===== config.mk =====
export PLATFORM = sky130hd
export DESIGN_NAME = div_issue_queue
export DESIGN_NICKNAME = d
export VERILOG_FILES = /design/src/rtl/ariane_pkg.sv /design/src/rtl/serdiv_pkg.sv /design/src/rtl/div_issue_queue.sv
export SDC_FILE = /design/constraint.sdc
export NUM_CORES = 1
export LEC_CHECK = 0
export BUFFER_PORTS_ARGS = -buffer_cell sky130_fd_sc_hd__buf_2
export CORE_UTILIZATION = 45
export DETAILED_ROUTE_END_ITERATION = 16
export GPL_TIMING_DRIVEN = 0
export PLACE_DENSITY = 0.71
export SETUP_SLACK_MARGIN = 0.1
export SYNTH_ARGS = -nofsm -noshare
export SYNTH_HDL_FRONTEND = slang
export SYNTH_SLANG_ARGS = --single-unit

===== constraint.sdc =====
create_clock -name clk_i -period 11.6 [get_ports clk_i]
set_clock_uncertainty 0.15 [all_clocks]
set_input_delay 2.9 -clock clk_i [delete_from_list [all_inputs] [get_ports clk_i]]
set_output_delay 2.9 -clock clk_i [all_outputs]
set_load 0.03 [all_outputs]

===== src/rtl/ariane_pkg.sv =====
// Minimal core-wide parameters shared with the divider path.
package ariane_pkg;
    localparam int TRANS_ID_BITS = 3;
endpackage


===== src/rtl/serdiv_pkg.sv =====
// Types shared between the divider issue queue and serdiv_wrapper.
package serdiv_pkg;
    typedef enum logic [1:0] {
        UDIV = 2'd0,
        DIV  = 2'd1,
        UREM = 2'd2,
        REM  = 2'd3
    } div_opcode_e;

    typedef struct packed {
        logic op_a;
        logic op_b;
    } div_label_t;
endpackage


===== src/rtl/div_issue_queue.sv =====
// In-order request FIFO in front of the serial divider; the divider-side valid
// comes only from registered occupancy, so no in_vld/in_rdy loop can form.
module div_issue_queue
    import ariane_pkg::*;
    import serdiv_pkg::*;
#(
    parameter int WIDTH = 8,
    parameter int DEPTH = 4
) (
    input  logic                         clk_i,
    input  logic                         rst_i,
    input  logic                         flush_i,
    input  logic                         req_vld_i,
    output logic                         req_rdy_o,
    input  logic [TRANS_ID_BITS-1:0]     req_id_i,
    input  logic [WIDTH-1:0]             req_op_a_i,
    input  logic [WIDTH-1:0]             req_op_b_i,
    input  logic [1:0]                   req_opcode_i,
    input  logic                         req_op_a_label_i,
    input  logic                         req_op_b_label_i,
    output logic                         div_vld_o,
    input  logic                         div_rdy_i,
    output logic [TRANS_ID_BITS-1:0]     div_id_o,
    output logic [WIDTH-1:0]             div_op_a_o,
    output logic [WIDTH-1:0]             div_op_b_o,
    output logic [1:0]                   div_opcode_o,
    output logic                         div_op_a_label_o,
    output logic                         div_op_b_label_o,
    output logic [$clog2(DEPTH):0]       count_o
);
    localparam int PW = $clog2(DEPTH);
    localparam int CW = PW + 1;

    typedef struct packed {
        logic [TRANS_ID_BITS-1:0] id;
        logic [WIDTH-1:0]         op_a;
        logic [WIDTH-1:0]         op_b;
        div_opcode_e              opcode;
        div_label_t               label;
    } entry_t;

    // Idle/empty image: zero payload, labels tainted.
    localparam entry_t IDLE_ENTRY = '{
        id: '0, op_a: '0, op_b: '0, opcode: UDIV,
        label: '{op_a: 1'b1, op_b: 1'b1}
    };

    entry_t         r_mem [DEPTH];
    logic [PW-1:0]  r_wr_ptr;
    logic [PW-1:0]  r_rd_ptr;
    logic [CW-1:0]  r_count;
    logic           r_full;

    entry_t         w_wr_entry;
    entry_t         w_head;
    logic           w_enq;
    logic           w_deq;
    logic [CW-1:0]  w_count_next;

    assign req_rdy_o    = !r_full;
    assign div_vld_o    = (r_count != '0);
    assign w_enq        = req_vld_i && !r_full && !flush_i;
    assign w_deq        = div_vld_o && div_rdy_i && !flush_i;
    assign w_count_next = r_count + CW'(w_enq) - CW'(w_deq);

    assign w_wr_entry = '{
        id: req_id_i, op_a: req_op_a_i, op_b: req_op_b_i,
        opcode: div_opcode_e'(req_opcode_i),
        label: '{op_a: req_op_a_label_i, op_b: req_op_b_label_i}
    };

    always_ff @(posedge clk_i or posedge rst_i) begin
        if (rst_i) begin
            for (int i = 0; i < DEPTH; i++) begin
                r_mem[i] <= IDLE_ENTRY;
            end
        end else if (w_enq) begin
            r_mem[r_wr_ptr] <= w_wr_entry;
        end
    end

    // Full is held set during reset so the producer is refused until the first edge.
    always_ff @(posedge clk_i or posedge rst_i) begin
        if (rst_i) begin
            r_wr_ptr <= '0;
            r_rd_ptr <= '0;
            r_count  <= '0;
            r_full   <= 1'b1;
        end else if (flush_i) begin
            r_wr_ptr <= '0;
            r_rd_ptr <= '0;
            r_count  <= '0;
            r_full   <= 1'b0;
        end else begin
            if (w_enq) r_wr_ptr <= r_wr_ptr + 1'b1;
            if (w_deq) r_rd_ptr <= r_rd_ptr + 1'b1;
            r_count <= w_count_next;
            r_full  <= (w_count_next == CW'(DEPTH));
        end
    end

    assign w_head = div_vld_o ? r_mem[r_rd_ptr] : IDLE_ENTRY;

    assign div_id_o         = w_head.id;
    assign div_op_a_o       = w_head.op_a;
    assign div_op_b_o       = w_head.op_b;
    assign div_opcode_o     = w_head.opcode;
    assign div_op_a_label_o = w_head.label.op_a;
    assign div_op_b_label_o = w_head.label.op_b;
    assign count_o          = r_count;
endmodule


# Word-level counts from Yosys, hierarchy flattened
# Index checks and enable logic that the tools add are counted.
totals:
  register_bits: 100
  latch_bits: 0
  ramBits: 0
  romBits: 0
  output_inout_bits: 28
  elab_cells: 61
  n_memories: 0
classes:
  add_sub_neg: 4
  mul: 0
  n_div: 0
  magnitude_cmp: 3
  eq_ne: 1
  shift: 0
  mux: 13
  bitwise_logic: 2
  n_reduce_logical: 10
ops:
  columns: ["operator", "n"]
  rows:
  - ["bitwise mux 92 bit", 1]
  - ["2-to-1 mux 23 bit", 4]
  - ["binary-select mux 23 bit (select 2 bit)", 1]
  - ["demux 23 bit (select 2 bit)", 1]
  - ["2-to-1 mux 2 bit", 4]
  - ["greater-or-equal comparator 3 bit (second input constant)", 2]
  - ["NOT 2 -> 3 bit", 2]
  - ["logical AND 1 bit", 5]
  - ["adder 2 x 1 -> 2 bit (second input constant)", 2]
  - ["nonzero test 2 bit", 2]
  - ["adder 3 x 1 -> 3 bit", 1]
  - ["== test 3 bit (second input constant)", 1]
  - ["< comparator 3 x 1 -> 1 bit (second input constant)", 1]
  - ["2-to-1 mux 3 bit", 1]
  - ["nonzero test 3 bit", 1]
  - ["subtractor 3 x 1 -> 3 bit", 1]
  - ["zero test 1 bit", 2]
  - ["2-to-1 mux 1 bit", 1]

# Depth between registers and ports, before layout
logic_depth:
  ltp_word: 7
  mapped_depth: 11
  mapped_depth_nobuf: 10

# Worst setup path after synthesis
# Ideal clock, no wire load.
synth_timing:
  kind: "in2reg"
  startpoint: "input flush_i"
  endpoint: "register r_full"
  setup_ns: 0.101
  arrival_time_ns: 4.663
  t_required_ns: 11.349
  setup_slack_ns: 6.686
  stages: 11
  n_path_buf: 1
  path_cell_list: "buf_6 -> nor3b_4 -> inv_1 -> ha_1 -> inv_1 -> ha_1 -> inv_1 -> fa_1 -> xor2_1 -> xnor2_1 -> nor4b_1"
synth_between:
  elab_chain_cells: 6
  word_cells_on_any_way: 7
  cone_classes: "add/sub (2); eq/ne (1); mux (1); reduce/logical (3)"
synth_rtl:
  columns: ["element", "line", "rtl"]
  rows:
  - ["from (decl)", "div_issue_queue.sv:12", "input logic flush_i,"]
  - ["zero test 1 bit", "div_issue_queue.sv:62, div_issue_queue.sv:63", null]
  - ["logical AND 1 bit", "div_issue_queue.sv:62", "assign w_enq = req_vld_i && !r_full && !flush_i;"]
  - ["adder 3 x 1 -> 3 bit", "div_issue_queue.sv:64", "assign w_count_next = r_count + CW'(w_enq) - CW'(w_deq);"]
  - ["subtractor 3 x 1 -> 3 bit", "div_issue_queue.sv:64", null]
  - ["== test 3 bit", "div_issue_queue.sv:98", "r_full <= (w_count_next == CW'(DEPTH));"]
  - ["2-to-1 mux 1 bit (*)", "div_issue_queue.sv:89", "end else if (flush_i) begin"]
  - ["to (signal assigned)", "div_issue_queue.sv:98", null]
  - ["to (decl)", "div_issue_queue.sv:52", "logic r_full;"]
# Every way passes the cells marked *; elsewhere a longest branch is shown, timed or not.
# A chain may end at the register's enable or synchronous reset.

# Worst setup path in the final report
layout_timing:
  startpoint: "register r_count[1] (netlist: count_o[1])"
  endpoint: "output div_op_b_label_o"
layout_between:
  elab_chain_cells: 2
layout_rtl:
  columns: ["element", "line", "rtl"]
  rows:
  - ["from (decl)", "div_issue_queue.sv:51", "logic [CW-1:0] r_count;"]
  - ["from (signal assigned)", "div_issue_queue.sv:97", "r_count <= w_count_next;"]
  - ["nonzero test 3 bit", "div_issue_queue.sv:61", "assign div_vld_o = (r_count != '0);"]
  - ["2-to-1 mux 23 bit", "div_issue_queue.sv:102", "assign w_head = div_vld_o ? r_mem[r_rd_ptr] : IDLE_ENTRY;"]
  - ["to (decl)", "div_issue_queue.sv:28", "output logic div_op_b_label_o,"]
# No other way between the ends.

==> qor.txt <==
Max VDD drop = 0.1455 mV
Startpoint Class = flip-flop
Primary FF master, synth = dfrtp_1
Fill cells = 894
Area after DPL = 5562 um2
Post-Syn Area = 5086 um2
Die width = 108.3 um
Drt wl/cell = 19.21 um
Drt first pass iters = 4
Overall routing resource usage = 18.66%
Top area cells in the synthesized netlist = dfrtp_1, mux2_4, mux4_2
Final Hold Fails = 0
PD cells = 275.5 nW/um2
CP max FO = 10
Syn_nets = 334
Fmax = 186.0 MHz
Port-buffer cells = 54
Top-area cell type share of the netlist area = 44.77%
DIE HEIGHT = 108.3 um
Final Cycle Share = 46.35%
Post-Route WL = 9796 um
FF-to-FF End = r_full$_DFF_PP1_
Vias = 2,655
Post-synth top area cell = dfrtp_1
Detailed-route DRC error count = 0
NumNets Final = 400
Latest clock arrival within the worst-skew pair = 0.34 ns
Status = completed
Netlist cell types = 28
TNS Setup = 0 ns
Flops & latches, synth = 100
Wire length of the first global-routing pass = 16,170 um
Post-cts sizing count = 0
Worst-path clk slew = 0.06 ns
Layout area overhead = 14.49%
Post-synth top cells = dfrtp_1, mux2_4, mux4_2
Reg2Reg Depth = 10
Die area = 11,730 um2
EDFF count, synth = 0
Largest net degree at the start of global routing = 68
Vias in the first global route = 2,984
# IOs = 56
Finished Cell Area = 5823 um2
Antenna violations before repair = 0
Final setup vio count = 0
Max-slew headroom = 56.60%
Placed insts = 494
Min-delay src = r_mem[66]$_DFFE_PP0P_
Layout cells sized above 1 = 58.92%
Total power = 1.604 mW
Final critical delay including setup and external delays = 5.377 ns
Area of the core = 10,940 um2
Post-synthesis cell count = 299
Post-route ant nets = 0
Leak pwr = 2.664 nW
Initial Utilization = 46.51%
Rows = 38
CTS tree = done
Avg Cell Area, Syn = 17.01 um2
Worst hold slack = 0.3554 ns
H-tree levels = 3
Setup Crit Path Kind = reg -> out
Reg area = 2514 um2
Clk sink count = 100
WP data required = 8.55 ns
N_diodes = 0
Worst Hold Path EP = r_mem[66]$_DFFE_PP0P_
FFs w/ async S/R, synth = 100.0%
Clock buffer depth = 2
Root Buffer = clkbuf_16
Worst-Margin Slew = 0.6475 ns
RR Startpoint = count_o[1]$_DFF_PP0_
Hold Path Cell Cnt = 1
DP HPWL = 6436 um
Critical Path AT = 2.33 ns
Crit. End Element = primary output
Hold Buf Count CTS = 0
Hold crit path type = reg -> reg
Area of the multi-input gates = 2266 um2
Setup Buffers After CTS = 0
Placer Congestion = 0.7271
RSZ-0062 raised after global routing = no
Number of CTS-inserted buffers = 9
Yosys warns = 0
Vias per inst = 5.206
Maximum Capacitance Violations = 0
Sequential area share after synthesis = 49.42%
Count leader, synth = dfrtp_1
Reg2reg setup slack = 9.00 ns
Fin cells = 510
Gr ovfl total = 0
Initial DRC Count = 90
Max Slew Vio Count = 0
## cell families (layout without fill, tap and decap cells)
group	Yosys count	in the layout	share of synthesized area, %
XOR/XNOR	4	4	0.6889
flip-flops	100	100	49.42
multiplexers	116	116	36.65
buffers and inverters	29	100	6.027
AND/OR/NAND/NOR	40	40	4.994
AO/OA/AOI/OAI	3	3	0.3443
adder cells (fa/ha/maj)	7	7	1.870
## placed cells by master, fill, tap and decap left out, types with 2 or more instances in the layout
cell type / count
ha_1: 6
buf_6: 7
dfrtp_1: 91
nor2b_1: 22
mux2_2: 12
buf_12: 8
buf_4: 4
clkinv_2: 4
inv_1: 7
clkbuf_1: 4
and2_1: 4
or2_2: 2
clkbuf_16: 9
mux4_2: 23
xor2_1: 2
dfstp_2: 9
mux2_4: 80
buf_2: 54
xnor2_1: 2
nor2_1: 6
## state kept, by name (all words and copies together) (netlist names)
name / flops
count_o: 3
r_full: 1
r_mem: 92
r_rd_ptr: 2
r_wr_ptr: 2
## final cells by class
cell class / count / area share (%)
clock buffer: 11 / 3.997
multi-input combinational: 170 / 38.91
clock inverter: 5 / 0.4942
inverter: 8 / 0.5587
sequential: 100 / 43.17
timing repair buffer: 55 / 5.114
tap: 140 / 3.008
buffer: 21 / 4.749
## per-layer routing
metal | wire, um | part of all wire [%] | GRT usage [%]
met1 | 4543 | 46 | 24.68
met2 | 4716 | 48 | 29.89
met3 | 389 | 4.0 | 5.184
met4 | 146 | 1.5 | 5.695
met5 | 0 | 0 | 0
## stage by stage
step	utilization (%)	setup slack (ns)
CTS	53.25	6.162
global placement	50.58	4.853
detailed placement	50.86	6.536
finish	53.25	6.223
global route	53.25	6.083
floorplan	-	5.946
## critical path: stages (launching register included)
cell	delay (ns)
dfrtp_1	0.45
nor3_2	0.59
clkbuf_1	0.52
or2_2	0.23
buf_2	0.19
## worst max path at each step
| stage | endpoint | cells past startpoint | start |
|---|---|---|---|
| after floorplan | count_o[0]$_DFF_PP0_ | 1 | rst_i |
| after global placement | r_mem[21]$_DFFE_PP0P_ | 2 | rst_i |
| after detailed placement | div_op_b_label_o | 4 | count_o[1]$_DFF_PP0_ |
| after CTS | div_op_b_label_o | 4 | count_o[1]$_DFF_PP0_ |
| after global routing | div_op_b_label_o | 4 | count_o[1]$_DFF_PP0_ |
| final | div_op_b_label_o | 4 | count_o[1]$_DFF_PP0_ |
## where the power goes
group	total, mW	switching [mW]	internal (mW)
clock	0.272	0.127	0.145
combinational	0.719	0.320	0.399
sequential	0.614	0.0936	0.520
total	1.60	0.540	1.06
Note: power is estimated with default switching activity, not from simulation.
